## config.mk

```make
export PLATFORM = sky130hd
export DESIGN_NAME = rom_ram_loader
export DESIGN_NICKNAME = d
export VERILOG_FILES = /design/src/rtl/rom_ram_loader.sv
export SDC_FILE = /design/constraint.sdc
export NUM_CORES = 1
export LEC_CHECK = 0
export BUFFER_PORTS_ARGS = -buffer_cell sky130_fd_sc_hd__buf_2
export CAP_MARGIN = 25
export CORE_UTILIZATION = 40
export DETAILED_ROUTE_END_ITERATION = 8
export GPL_TIMING_DRIVEN = 0
export HOLD_SLACK_MARGIN = 0.02
export PLACE_DENSITY = 0.7
export REMOVE_ABC_BUFFERS = 1
export SLEW_MARGIN = 20
export SYNTH_ARGS = -nofsm -noshare
export SYNTH_HDL_FRONTEND = slang
export SYNTH_SLANG_ARGS = --single-unit
```

## constraint.sdc

```tcl
create_clock -name clk -period 2.07 [get_ports clk]
set_input_delay 0 -clock clk [delete_from_list [all_inputs] [get_ports clk]]
set_output_delay 0 -clock clk [all_outputs]
set_load 0.05 [all_outputs]
```

## src/rtl/rom_ram_loader.sv

```systemverilog
// rom_ram_loader: bus initiator that copies 16-bit ROM words into byte-wide RAM, low byte first.
// Define ROM_RAM_LOADER_VERIFY_EN to add a read-back check after every byte written.
module rom_ram_loader #(
   parameter int bus_addr_pgm_width  = 11,
   parameter int bus_addr_data_width = 13
) (
   input  logic                           clk,
   input  logic                           rst,
   input  logic                           start,
   input  logic [bus_addr_pgm_width-1:0]  src_a,
   input  logic [bus_addr_data_width-1:0] dst_a,
   input  logic [bus_addr_data_width:0]   len,
   output logic                           busy,
   output logic                           done,
   output logic                           err,
   output logic [bus_addr_pgm_width-1:0]  pmem_a,
   input  logic [15:0]                    pmem_d,
   output logic                           dmem_we,
   output logic                           dmem_re,
   output logic [bus_addr_data_width-1:0] dmem_a,
   output logic [7:0]                     dmem_w,
   input  logic [7:0]                     dmem_r
);
   localparam int PW = bus_addr_pgm_width;
   localparam int DW = bus_addr_data_width;
   localparam logic [PW-1:0] SRC_ONE  = PW'(1'b1);
   localparam logic [DW-1:0] DST_ONE  = DW'(1'b1);
   localparam logic [DW:0]   CNT_ONE  = (DW+1)'(1'b1);
   localparam logic [DW:0]   CNT_ZERO = (DW+1)'(1'b0);

   typedef enum logic [2:0] {
      IDLE   = 3'd0,
      WR_LO  = 3'd1,
      WR_HI  = 3'd2,
      CHK_LO = 3'd3,
      CHK_HI = 3'd4,
      DONE   = 3'd5
   } state_t;

   state_t         state_r, state_s;
   logic [PW-1:0]  src_r, src_s;
   logic [DW-1:0]  dst_r, dst_s;
   logic [DW:0]    cnt_r, cnt_s;
`ifdef ROM_RAM_LOADER_VERIFY_EN
   logic           err_r, err_s;
   logic [7:0]     exp_r, exp_s;
`else
   logic           unused_s;
   assign unused_s = ^dmem_r;
`endif

   // Next-state and working-pointer update.
   always_comb begin
      state_s = state_r;
      src_s   = src_r;
      dst_s   = dst_r;
      cnt_s   = cnt_r;
`ifdef ROM_RAM_LOADER_VERIFY_EN
      err_s   = err_r;
      exp_s   = exp_r;
`endif
      case (state_r)
         IDLE: begin
            if (start) begin
               src_s = src_a;
               dst_s = dst_a;
               cnt_s = len;
`ifdef ROM_RAM_LOADER_VERIFY_EN
               err_s = 1'b0;
`endif
               if (len == CNT_ZERO) begin
                  state_s = DONE;
               end else begin
                  state_s = WR_LO;
               end
            end else begin
               state_s = IDLE;
            end
         end
         WR_LO: begin
            dst_s = dst_r + DST_ONE;
            cnt_s = cnt_r - CNT_ONE;
`ifdef ROM_RAM_LOADER_VERIFY_EN
            exp_s   = pmem_d[7:0];
            state_s = CHK_LO;
`else
            if (cnt_r == CNT_ONE) begin
               state_s = DONE;
            end else begin
               state_s = WR_HI;
            end
`endif
         end
         WR_HI: begin
            dst_s = dst_r + DST_ONE;
            cnt_s = cnt_r - CNT_ONE;
            src_s = src_r + SRC_ONE;
`ifdef ROM_RAM_LOADER_VERIFY_EN
            exp_s   = pmem_d[15:8];
            state_s = CHK_HI;
`else
            if (cnt_r == CNT_ONE) begin
               state_s = DONE;
            end else begin
               state_s = WR_LO;
            end
`endif
         end
`ifdef ROM_RAM_LOADER_VERIFY_EN
         // cnt already counts the byte under check, so zero means it was the last one.
         CHK_LO: begin
            if (dmem_r != exp_r) begin
               err_s   = 1'b1;
               state_s = DONE;
            end else if (cnt_r == CNT_ZERO) begin
               state_s = DONE;
            end else begin
               state_s = WR_HI;
            end
         end
         CHK_HI: begin
            if (dmem_r != exp_r) begin
               err_s   = 1'b1;
               state_s = DONE;
            end else if (cnt_r == CNT_ZERO) begin
               state_s = DONE;
            end else begin
               state_s = WR_LO;
            end
         end
`endif
         DONE:    state_s = IDLE;
         default: state_s = IDLE;
      endcase
   end

   // Output decode from registered state; only pmem_d reaches dmem_w combinationally.
   always_comb begin
      busy    = 1'b0;
      done    = 1'b0;
      dmem_we = 1'b0;
      dmem_re = 1'b0;
      dmem_a  = {DW{1'b0}};
      dmem_w  = 8'h00;
      case (state_r)
         WR_LO: begin
            busy    = 1'b1;
            dmem_we = !rst;
            dmem_a  = dst_r;
            dmem_w  = pmem_d[7:0];
         end
         WR_HI: begin
            busy    = 1'b1;
            dmem_we = !rst;
            dmem_a  = dst_r;
            dmem_w  = pmem_d[15:8];
         end
`ifdef ROM_RAM_LOADER_VERIFY_EN
         CHK_LO, CHK_HI: begin
            busy    = 1'b1;
            dmem_re = !rst;
            dmem_a  = dst_r - DST_ONE;
         end
`endif
         DONE:    done = 1'b1;
         default: busy = 1'b0;
      endcase
   end

   assign pmem_a = src_r;
`ifdef ROM_RAM_LOADER_VERIFY_EN
   assign err = err_r;
`else
   assign err = 1'b0;
`endif

   // State and pointer registers with synchronous reset.
   always_ff @(posedge clk) begin
      if (rst) begin
         state_r <= IDLE;
         src_r   <= {PW{1'b0}};
         dst_r   <= {DW{1'b0}};
         cnt_r   <= CNT_ZERO;
`ifdef ROM_RAM_LOADER_VERIFY_EN
         err_r   <= 1'b0;
         exp_r   <= 8'h00;
`endif
      end else begin
         state_r <= state_s;
         src_r   <= src_s;
         dst_r   <= dst_s;
         cnt_r   <= cnt_s;
`ifdef ROM_RAM_LOADER_VERIFY_EN
         err_r   <= err_s;
         exp_r   <= exp_s;
`endif
      end
   end

endmodule

```

Word-level counts from Yosys, hierarchy flattened
Cells that the tools add are included.
W data, S select, Z words.
- reduce and logical (&&, ||, !) cells: 8
- add/subtract/negate cells: 3
- eq/ne operators: 5
- multiplexer cells: 16
- operators by type and width (operator ; count):
    $pmux W14 S2 ; 1
    $mux W13 ; 2
    $pmux W13 S2 ; 1
    $pmux W11 S2 ; 1
    $pmux W8 S2 ; 1
    $eq A14 B1 Y1 const B ; 1
    $logic_not A14 Y1 ; 1
    $mux W14 ; 1
    $sub A14 B1 Y14 const B ; 1
    $add A13 B1 Y13 const B ; 1
    $mux W3 ; 4
    $add A11 B1 Y11 const B ; 1
    $mux W11 ; 1
    $pmux W3 S3 ; 1
    $reduce_and A2 Y1 ; 2
    $reduce_bool A2 Y1 ; 2
    $eq A3 B1 Y1 const B ; 1
    $eq A3 B2 Y1 const B ; 1
    $eq A3 B3 Y1 const B ; 1
    $logic_not A3 Y1 ; 1
    $mux W1 ; 3
    $ne A2 B2 Y1 const B ; 1
    $reduce_or A2 Y1 ; 1
    $logic_not A1 Y1 ; 1
- output and inout port bits: 37
- flip-flop bits (word level): 41
- word-level logic and storage cells: 36
- input port bits: 65

Logic depth before layout (Yosys ltp)
Gate-level depths: netlist (run 1).
- depth in word-level cells: 4
- gate-level depth with buffers: 6
- mapped depth without buffers: 6

Worst setup path before layout (run 1)
No wires, ideal clock.
- kind: register to register
- from: register cnt_r[0]
- to: register cnt_r[6]
- path buffers: 0
- required time: 1.996 ns
- setup slack: 0.108 ns
- arrival time: 1.888 ns
- cell stages (with the launch flop): 7
- cells stage by stage: dfxtp_1 -> inv_1 -> ha_1 -> or3b_2 -> or3_4 -> or4_1 -> a31oi_1
- word-level cells in the longest chain between the ends: 2
- RTL lines (what ; line ; RTL):
    from (decl) ; 43 ; logic [DW:0] cnt_r, cnt_s;
    from (signal assigned) ; 192 ; cnt_r <= cnt_s;
    $sub A14 B1 Y14 ; 82, 96 ;
    $pmux W14 S2 ; 62 ; case (state_r)
Every way passes these cells.
A chain may end at the register's enable or synchronous reset.

Final worst setup path (run 1)
Ends and elaborated chain as after synthesis.

==> impl_metrics.csv, run 1 <==
group,metric,value,unit
clock_network,max-clock-path-buffers,2,
timing,fin_crit_period,1.98,ns
setup_path,critical_path.cell_chain,"inv_2 > ha_4 > or3b_4 > or3_4 > or4_1 > a31oi_1",
timing,fmax,504,MHz
grt,largest_net_degree_at_the_start_of_global_routing,38,
logic_synthesis,synth_top_flop_cell,"dfxtp_1",
clock_network,clock_slew_at_the_register_clock_pins_of_the_worst_setup_and_hold_paths,0.08,ns
grt,grt_pass1_wl,13600,microns
timing,finalHoldViolations,0,
setup_path,timing.critical_path.slowest_cell_delay,0.42,ns
setup_path,timing.critical_path.slowest_stage_cell,"or4_1",
logic_synthesis,synth-seq-cells,41,
pwr,clock_power_share,0.252,
floorplanning,die_height,85.0,microns
logic_synthesis,syn_inst,356,
pwr,power.switching,950,uW
logic_synthesis,avgSynthCellArea,7.75,sq um
timing,timing.final.crit_share,0.958,
routing,totalWireLength,8330,microns
floorplanning,std_cell_rows,29,
timing,finalSetupViolations,0,
pwr,power.density_cell_area,684,nW/um^2
flow_run,timing.max_cap.violations,0,
floorplanning,die_w,85.0,microns
placed_design,pre_cts_slack,-1.09,ns
run_status,run_status,"complete, no violations",
clock_network,cts_tree,"built",
clock_network,clkLatencyLatePin,0.30,ns
routing,drt_pass1_iterations,5,
pwr,power.combinational.fraction,0.357,
placed_design,numPortBuffers,91,
grt,antenna_violations_before_repair,0,
layout,layout-area-overhead-vs-synth,33.7,%
logic_synthesis,asr_flop_ratio_synth,0,
layout,layout.nets,522,
clock_network,htree_levels,2,
setup_path,crit_fanout,5,
layout,antenna-diode-count,0,
floorplanning,overall_die_area,7230,sq um
layout,final_area,3690,sq um
grt,first_global_vias,2877,
grt,remaining_global_route_overflow,0,
logic_synthesis,ys_seq_area_frac,0.298,
timing,timing_max_transition_violations_final,0,
pwr,max-vdd-ir-drop,0.292,mV
routing,detail_route.wl_per_cell,15.7,microns
timing,timing_worst_slew_pin_value,0.749,ns
timing,fin_skew,0.00901,ns
floorplanning,number_of_i_o_pins,102,
logic_synthesis,ys.warnings.count,0,
logic_synthesis,synth-edff-count,0,
min_path,hold_path_class,"in -> reg",
timing,rsz0062_at_grt,"no",
clock_network,cts-root-buf,"clkbuf_8",
pwr,intPower,1.57,mW
floorplanning,start_util,0.425,
clock_network,cts-buffers-inserted,5,
timing,setup-tns-final,0,ns
timing,slew_headroom,0.498,
routing,drt.antenna.violating_nets,0,
placed_design,detailed_place_hpwl,5650,microns
placed_design,placement.cell_area,3230,sq um
logic_synthesis,mappedNetlistArea,2760,sq um
routing,viasPerCell,5.92,
pwr,p_seq_frac,0.391,
setup_path,crit_type,"reg -> reg",
pwr,power_switching_share,0.377,
setup_path,timing.critical_path.from_type,"flop",
routing,route.detailed.drc,0,
setup_path,timing.critical_path.max_delay_family,"simple AND/OR/NAND/NOR gates",
pwr,power_leakage,1.54,nW
placed_design,globalplace.congestion,0.810,
routing,drt_iter0_drc,138,
setup_path,worst-path-buf-inv,1,
routing,dr_total_vias,3138,
layout,fraction_of_final_layout_cells_with_drive_strength_greater_than_1,0.302,
logic_synthesis,yosys_cell_types,61,
setup_path,end_kind,"flop",
floorplanning,core_area,6490,sq um
setup_path,cp_data_arrival_time,2.20,ns
clock_network,clock_sink_total,41,
setup_path,timing.critical_path.required,2.29,ns
timing,postLayoutSetupSlackWorst,0.0867,ns
grt,track_usage,0.232,
==> path summary, 6_finish.rpt <==
kind	start	end	slack, ns	cells after the start
min reg2reg	cnt_r[7]$_SDFFE_PP0P_	cnt_r[7]$_SDFFE_PP0P_	0.49	2
max reg2reg	cnt_r[0]$_SDFFE_PP0P_	cnt_r[6]$_SDFFE_PP0P_	0.09	6
max	cnt_r[0]$_SDFFE_PP0P_	cnt_r[6]$_SDFFE_PP0P_	0.09	6
min	len[7]	cnt_r[7]$_SDFFE_PP0P_	0.02	3
==> sequential cells by signal, indices dropped and copies added, names as in the netlist <==
register  count
cnt_r        14
pmem_a       11
dst_r        13
state_r       3
==> power groups by stage <==
| stage | registers, mW | clock network [mW] | logic [mW] |
|---|---|---|---|
| after floorplan | 1.02 | 0 | 0.518 |
| after global placement | 0.990 | 0 | 0.779 |
| after detailed placement | 0.994 | 0 | 0.797 |
| after CTS | 0.981 | 0.648 | 0.848 |
| after global routing | 1.00 | 0.679 | 0.977 |
| final | 0.986 | 0.637 | 0.900 |
==> area by class of cell <==
cell class | instances | area, sq um
Multi-Input combinational cell | 269 | 1830
Inverter | 17 | 72.6
Sequential cell | 41 | 826
Clock buffer | 5 | 68.8
Tap cell | 77 | 96.3
Fill cell | 607 | 2810
Timing Repair Buffer | 119 | 762
Clock inverter | 2 | 35.0
==> cell usage after synthesis, types with 3 or more instances <==
cell type,n,share of area
xnor2_1,3,0.0095
and4_1,5,0.016
or4b_2,3,0.011
o21ai_0,13,0.024
a211oi_1,7,0.019
nand3_1,15,0.027
a21oi_1,22,0.040
a311oi_1,6,0.019
clkbuf_1,21,0.029
dfxtp_1,41,0.30
nor2b_1,4,0.0091
o311ai_0,3,0.0095
nor4_1,8,0.018
o211ai_1,3,0.0082
or4_1,6,0.016
o22ai_1,5,0.011
nand2_1,26,0.035
and3_1,12,0.027
inv_1,16,0.022
a221oi_1,3,0.0095
nand4_1,6,0.014
a2bb2oi_1,3,0.0095
buf_2,5,0.0091
a22oi_1,13,0.035
nor3_1,8,0.015
a31oi_1,7,0.016
o32ai_1,7,0.022
o31a_1,4,0.013
or3_1,8,0.018
ha_1,4,0.018
xor2_1,4,0.013
nor2_1,25,0.034
o221ai_1,4,0.013
==> metrics by stage <==
step / utilization / power, mW / hold WS (ns) / cells
global placement: 0.490 / 1.77 / 0.243 / 495
finish: 0.568 / 2.52 / 0.0219 / 530
floorplan: - / 1.54 / 0.0691 / 327
detailed placement: 0.497 / 1.79 / 0.261 / 497
global route: 0.568 / 2.66 / 0.0352 / 530
CTS: 0.551 / 2.48 / 0.0230 / 523
==> cells by family after synthesis <==
| logic type | after synthesis | synth area share |
|---|---|---|
| flip-flops | 41 | 0.298 |
| XOR/XNOR | 7 | 0.0222 |
| other | 1 | 0.00136 |
| AND/OR/NAND/NOR | 146 | 0.306 |
| buffers and inverters | 47 | 0.0717 |
| adder cells (fa/ha/maj) | 4 | 0.0181 |
| AO/OA/AOI/OAI | 110 | 0.283 |
==> cells in the final DEF, fill, tap and decap left out, types with 8 or more instances in the layout <==
| cell type | n |
|---|---|
| nand2_1 | 25 |
| a22oi_1 | 13 |
| buf_2 | 91 |
| dlygate4sd3_1 | 19 |
| inv_1 | 13 |
| or3_1 | 8 |
| nor3_1 | 8 |
| nand3_1 | 15 |
| o21ai_0 | 13 |
| nor4_1 | 8 |
| dfxtp_1 | 37 |
| nor2_1 | 25 |
| and3_1 | 12 |
| a21oi_1 | 22 |
==> tightest hold or removal path: cells and delay by family <==
family,cells,cell delay (ns)
buf+inv,1,0.09
compound gates,2,0.18
==> routing by layer <==
metal	track usage	wire, microns	vias up
met3	0.0360	443	13
met4	0.0663	125	0
li1	-	-	1561
met5	0	0	-
met2	0.399	4000	100
met1	0.302	3760	1464
==> timing repair <==
action,CTS,global route
setup buffers,0,7
hold buffers,19,0
hold endpoints to repair,19,0
gates resized for setup,15,7
endpoints found under the setup margin,50,31
pin swaps,0,1
No activity file was read; power rests on OpenSTA's default activity.
==> inputs of run 2 (changes only) <==
--- a/config.mk
+++ b/config.mk
@@ -11,7 +11,7 @@
 export DETAILED_ROUTE_END_ITERATION = 8
 export GPL_TIMING_DRIVEN = 0
 export HOLD_SLACK_MARGIN = 0.02
-export PLACE_DENSITY = 0.7
+export PLACE_DENSITY = 0.67
 export REMOVE_ABC_BUFFERS = 1
 export SLEW_MARGIN = 20
 export SYNTH_ARGS = -nofsm -noshare
==> constraint.sdc (replaced) <==
create_clock -name clk -period 2.4 [get_ports clk]
set_input_delay 0 -clock clk [delete_from_list [all_inputs] [get_ports clk]]
set_output_delay 0 -clock clk [all_outputs]
set_load 0.05 [all_outputs]
==> impl_metrics.csv, run 2 (synthesis gave the netlist of run 1 again) <==
group,metric,value,unit
grt,antenna_violations_before_repair,0,
grt,largest_net_degree_at_the_start_of_global_routing,38,
clock_network,cts-root-buf,"clkbuf_8",
timing,fin_hold_ws,0.0382,ns
layout,layout-area-overhead-vs-synth,27.9,%
min_path,hold_path_class,"in -> reg",
routing,route.detailed.drc,0,
timing,finalSetupViolations,0,
setup_path,crit_fanout,27,
floorplanning,number_of_i_o_pins,102,
setup_path,timing.critical_path.slowest_cell_delay,0.56,ns
clock_network,htree_levels,2,
clock_network,cts_tree,"built",
placed_design,placement.cell_area,3210,sq um
timing,timing.final.crit_share,0.930,
clock_network,clkLatencyLatePin,0.29,ns
timing,setup-tns-final,0,ns
routing,drt.antenna.violating_nets,0,
setup_path,cp_data_arrival_time,2.38,ns
placed_design,dp.cells,497,
setup_path,end_kind,"flop",
placed_design,pre_cts_slack,-0.699,ns
setup_path,critical_path.cell_chain,"inv_1 > nand2_4 > clkinv_2 > a221oi_1 > a311oi_1",
timing,timing_worst_slew_pin_value,0.768,ns
routing,totalWireLength,8460,microns
setup_path,worst_r2r_startpoint,"state_r[2]$_SDFF_PP0_",
layout,final_area,3530,sq um
setup_path,worst-path-buf-inv,2,
pwr,power.density_cell_area,579,nW/um^2
grt,remaining_global_route_overflow,0,
grt,first_global_vias,2915,
layout,max_ffs_per_register,14,
pwr,max-vdd-ir-drop,0.316,mV
layout,fraction_of_final_layout_cells_with_drive_strength_greater_than_1,0.273,
flow_run,timing.max_cap.violations,0,
pwr,power_leakage,1.48,nW
setup_path,timing.critical_path.from_type,"flop",
placed_design,detailed_place_hpwl,5680,microns
setup_path,timing.reg2reg.setup_slack,0.17,ns
floorplanning,die_height,85.0,microns
timing,rsz0062_at_grt,"no",
layout,layout.nets,516,
setup_path,timing.critical_path.depth,5,
layout,fillCellCount,627,
routing,drt_pass1_iterations,6,
routing,drt_iter0_drc,178,
floorplanning,std_cell_rows,29,
grt,grt_pass1_wl,13700,microns
placed_design,globalplace.congestion,0.826,
layout,register_containing_the_most_flip_flops_in_the_final_layout,"cnt_r",
routing,viasPerCell,6.14,
timing,fmax,448,MHz
layout,final_cells,524,
grt,track_usage,0.232,
setup_path,worst_setup_path_startpoint,"state_r[2]$_SDFF_PP0_",
setup_path,timing.critical_path.slowest_stage_cell,"dfxtp_2",
timing,finalHoldViolations,0,
min_path,worstHoldStart,"src_a[10]",
floorplanning,overall_die_area,7230,sq um
min_path,number_of_stages_on_the_worst_hold_path,3,
setup_path,timing.critical_path.required,2.55,ns
placed_design,numPortBuffers,91,
clock_network,max-clock-path-buffers,2,
clock_network,clock_sink_total,41,
clock_network,cts-buffers-inserted,5,
setup_path,crit_type,"reg -> reg",
setup_path,crit-reg2reg-capture,"dst_r[4]$_SDFFE_PP0P_",
layout,final_common_cell,"buf_2",
timing,fin_crit_period,2.23,ns
run_status,run_status,"complete, no violations",
clock_network,clock_slew_at_the_register_clock_pins_of_the_worst_setup_and_hold_paths,0.08,ns
setup_path,timing.critical_path.max_delay_family,"buffers and inverters",
routing,detail_route.wl_per_cell,16.2,microns
setup_path,worst_setup_path_endpoint,"dst_r[4]$_SDFFE_PP0P_",
layout,mostFrequentLayoutCells,"buf_2, dfxtp_1, nand2_1",
pwr,post-layout-total-power,2.04,mW
floorplanning,start_util,0.425,
timing,fin_skew,0.00559,ns
timing,timing_max_transition_violations_final,0,
layout,final_util,0.543,
floorplanning,die_w,85.0,microns
floorplanning,core_area,6490,sq um
setup_path,ff2ff_path_depth,5,
layout,antenna-diode-count,0,
routing,dr_total_vias,3217,
timing,postLayoutSetupSlackWorst,0.168,ns
timing,slew_headroom,0.488,
clock_network,cts_setup_buffers,0,
-- run 2: cell count changes in the layout (fill, tap and decap cells not counted), moves of 2 or more --
cell,change
buf_4,-3
buf_12,-2
inv_1,+3
inv_2,-2
-- run 2: power by group --
group	switching (mW)	leakage, nW	internal [mW]	total, mW
Sequential	0.0970	0.339	0.751	0.848
Combinational	0.459	1.09	0.266	0.725
Clock	0.240	0.0443	0.229	0.469
Total	0.796	1.48	1.25	2.04
-- run 2: tightest hold or removal path, delay by kind of cell --
| family | cells | cell delay, ns |
|---|---|---|
| compound gates | 2 | 0.21 |
| buf+inv | 1 | 0.08 |
-- run 2: layer usage --
layer  share of wire  track usage
met5               0            0
met4          0.0077       0.0524
met3           0.065       0.0360
met2            0.48        0.400
met1            0.45        0.304
-- run 2: how the worst min path moves through the flow --
| stage | to | slack, ns |
|---|---|---|
| final | pmem_a[10]$_SDFFE_PP0P_ | 0.04 |
| after global routing | cnt_r[8]$_SDFFE_PP0P_ | 0.04 |
| after CTS | cnt_r[8]$_SDFFE_PP0P_ | 0.03 |
| after detailed placement | pmem_a[0]$_SDFFE_PP0P_ | 0.26 |
| after global placement | pmem_a[0]$_SDFFE_PP0P_ | 0.24 |
| after floorplan | dst_r[8]$_SDFFE_PP0P_ | 0.07 |
-- run 2: area by class of cell --
class / count / area [sq um] / share of cell area
multi-input cells: 269 / 1780 / 0.504
flip-flops and latches: 41 / 825 / 0.234
repair buffers: 113 / 676 / 0.192
well taps: 77 / 96.3 / 0.0273
clock buffers: 7 / 86.3 / 0.0245
inverters: 17 / 65.1 / 0.0185
-- run 2: repair_timing --
| action | in CTS | in global routing |
|---|---|---|
| setup endpoints to repair | 28 | 15 |
| gates resized for setup | 5 | 3 |
| endpoints found under the hold margin | 19 | 0 |
| hold buffers | 19 | 0 |
| cloned | 0 | 0 |
==> inputs of run 3 (changes only) <==
--- a/config.mk
+++ b/config.mk
@@ -7,11 +7,13 @@
 export LEC_CHECK = 0
 export BUFFER_PORTS_ARGS = -buffer_cell sky130_fd_sc_hd__buf_2
 export CAP_MARGIN = 25
-export CORE_UTILIZATION = 40
+export CELL_PAD_IN_SITES_DETAIL_PLACEMENT = 1
+export CELL_PAD_IN_SITES_GLOBAL_PLACEMENT = 1
+export CORE_UTILIZATION = 38
 export DETAILED_ROUTE_END_ITERATION = 8
 export GPL_TIMING_DRIVEN = 0
 export HOLD_SLACK_MARGIN = 0.02
-export PLACE_DENSITY = 0.67
+export PLACE_DENSITY_LB_ADDON = 0.1
 export REMOVE_ABC_BUFFERS = 1
 export SLEW_MARGIN = 20
 export SYNTH_ARGS = -nofsm -noshare
==> impl_metrics.csv, run 3 (synthesis gave the netlist of run 1 again) <==
group,metric,value,unit
run_status,run_status,"complete, no violations",
layout,layout.nets,517,
placed_design,numPortBuffers,91,
grt,track_usage,0.263,
setup_path,worst-path-buf-inv,3,
grt,largest_net_degree_at_the_start_of_global_routing,38,
setup_path,timing.critical_path.slowest_stage_cell,"dfxtp_2",
layout,layout-area-overhead-vs-synth,30.0,%
pwr,power.combinational.fraction,0.340,
routing,top_layer_used,"met4",
placed_design,globalplace.congestion,0.822,
clock_network,clock_sink_total,41,
setup_path,critical_path.cell_chain,"xor2_2 > buf_4 > nand2_8 > clkinv_2 > buf_2",
timing,fin_hold_ws,0.0296,ns
grt,remaining_global_route_overflow,0,
clock_network,cts-buffers-inserted,5,
min_path,hold_path_class,"in -> reg",
setup_path,crit_type,"reg -> out",
grt,first_global_vias,3214,
routing,drt.antenna.violating_nets,0,
setup_path,timing.reg2reg.setup_slack,0.23,ns
floorplanning,std_cell_rows,30,
grt,antenna_violations_before_repair,0,
routing,wl_met2,4940,microns
setup_path,crit_fanout,27,
floorplanning,start_util,0.399,
layout,max_ffs_per_register,14,
floorplanning,number_of_i_o_pins,102,
layout,antenna-diode-count,0,
placed_design,placement.cell_area,3240,sq um
flow_run,timing.max_cap.violations,0,
timing,timing_worst_slew_pin_value,0.798,ns
routing,drt_pass1_iterations,4,
timing,fin_crit_period,2.21,ns
routing,route.detailed.drc,0,
layout,final_common_cell,"buf_2",
layout,final_area,3580,sq um
routing,dr_total_vias,3191,
placed_design,detailed_place_hpwl,6530,microns
clock_network,clock_slew_at_the_register_clock_pins_of_the_worst_setup_and_hold_paths,0.09,ns
floorplanning,die_w,87.2,microns
grt,grt_pass1_wl,15600,microns
pwr,power_switching_share,0.385,
pwr,power.switching,850,uW
setup_path,cp_data_arrival_time,2.21,ns
setup_path,timing.critical_path.max_delay_family,"buffers and inverters",
layout,final_util,0.519,
layout,mostFrequentLayoutCells,"buf_2, dfxtp_1, nand2_1",
routing,wl_met1,4320,microns
pwr,power.density_cell_area,617,nW/um^2
routing,totalWireLength,9730,microns
clock_network,cts_tree,"built",
pwr,p_seq_frac,0.385,
timing,setup-tns-final,0,ns
timing,rsz0062_at_grt,"no",
pwr,intPower,1.36,mW
timing,finalHoldViolations,0,
setup_path,timing.critical_path.from_type,"flop",
timing,fmax,452,MHz
floorplanning,core_area,6910,sq um
floorplanning,die_height,87.2,microns
timing,timing.final.crit_share,0.921,
layout,fraction_of_final_layout_cells_with_drive_strength_greater_than_1,0.276,
clock_network,htree_levels,2,
setup_path,timing.critical_path.slowest_cell_delay,0.52,ns
layout,register_containing_the_most_flip_flops_in_the_final_layout,"cnt_r",
pwr,max-vdd-ir-drop,0.274,mV
routing,viasPerCell,5.86,
clock_network,max-clock-path-buffers,2,
setup_path,end_kind,"output port",
pwr,clock_power_share,0.275,
timing,fin_skew,0.00442,ns
timing,slew_headroom,0.468,
setup_path,timing.critical_path.required,2.40,ns
timing,finalSetupViolations,0,
clock_network,cts_setup_buffers,0,
clock_network,cts-root-buf,"clkbuf_8",
pwr,post-layout-total-power,2.21,mW
clock_network,clkLatencyLatePin,0.30,ns
routing,met3_wirelength,425,microns
timing,timing_max_transition_violations_final,0,
floorplanning,overall_die_area,7600,sq um
pwr,power_leakage,1.49,nW
routing,drt_iter0_drc,167,
routing,detail_route.wl_per_cell,17.8,microns
-- run 3: through the flow --
stage	setup WS, ns	cells
3_5_place_dp	-0.725	517
3_3_place_gp	-1.30	514
5_1_grt	0.0599	545
4_1_cts	0.0833	545
6_report	0.189	545
2_1_floorplan	-0.384	327
-- run 3: worst reg2reg max path: stages (launching register included) --
cell and delay (ns):
dfxtp_1 0.31, inv_1 0.12, ha_1 0.24, or3b_2 0.48, or3_4 0.37, or4_1 0.41, a31oi_1 0.17
-- run 3: path summary, 6_finish.rpt --
| kind | start | endpoint | cells after the start |
|---|---|---|---|
| setup reg to reg | cnt_r[1]$_SDFFE_PP0P_ | cnt_r[6]$_SDFFE_PP0P_ | 6 |
| setup / recovery | state_r[0]$_SDFF_PP0_ | busy | 5 |
| hold / removal | src_a[5] | pmem_a[5]$_SDFFE_PP0P_ | 3 |
| hold reg to reg | cnt_r[7]$_SDFFE_PP0P_ | cnt_r[7]$_SDFFE_PP0P_ | 2 |
-- run 3: area by class of cell --
| cell class | count | area [sq um] |
|---|---|---|
| multi-input cells | 269 | 1770 |
| well taps | 96 | 120 |
| repair buffers | 114 | 678 |
| flip-flops and latches | 41 | 827 |
| fillers | 932 | 3320 |
| inverters | 17 | 65.1 |
| clock buffers | 6 | 82.6 |
| clock inverters | 2 | 37.5 |
-- run 3: per-layer routing --
layer / vias to the layer above / track usage
li1: 1541 / -
met1: 1554 / 0.336
met2: 90 / 0.472
met3: 6 / 0.0303
met4: 0 / 0.0611
met5: - / 0
-- run 3: power by group through the flow --
stage          sequential [mW]  combinational (mW)  clock (mW)
2_1_floorplan            0.884               0.447           0
3_3_place_gp             0.858               0.688           0
3_5_place_dp             0.863               0.713           0
4_1_cts                  0.848               0.747       0.624
5_1_grt                  0.864               0.814       0.641
6_report                 0.850               0.752       0.608
-- run 3: what timing repair did --
item,in CTS,in global routing
hold endpoints to repair,20,0
hold buffers,20,0
endpoints found under the setup margin,19,6
resized for setup,6,2
pin swaps,0,0
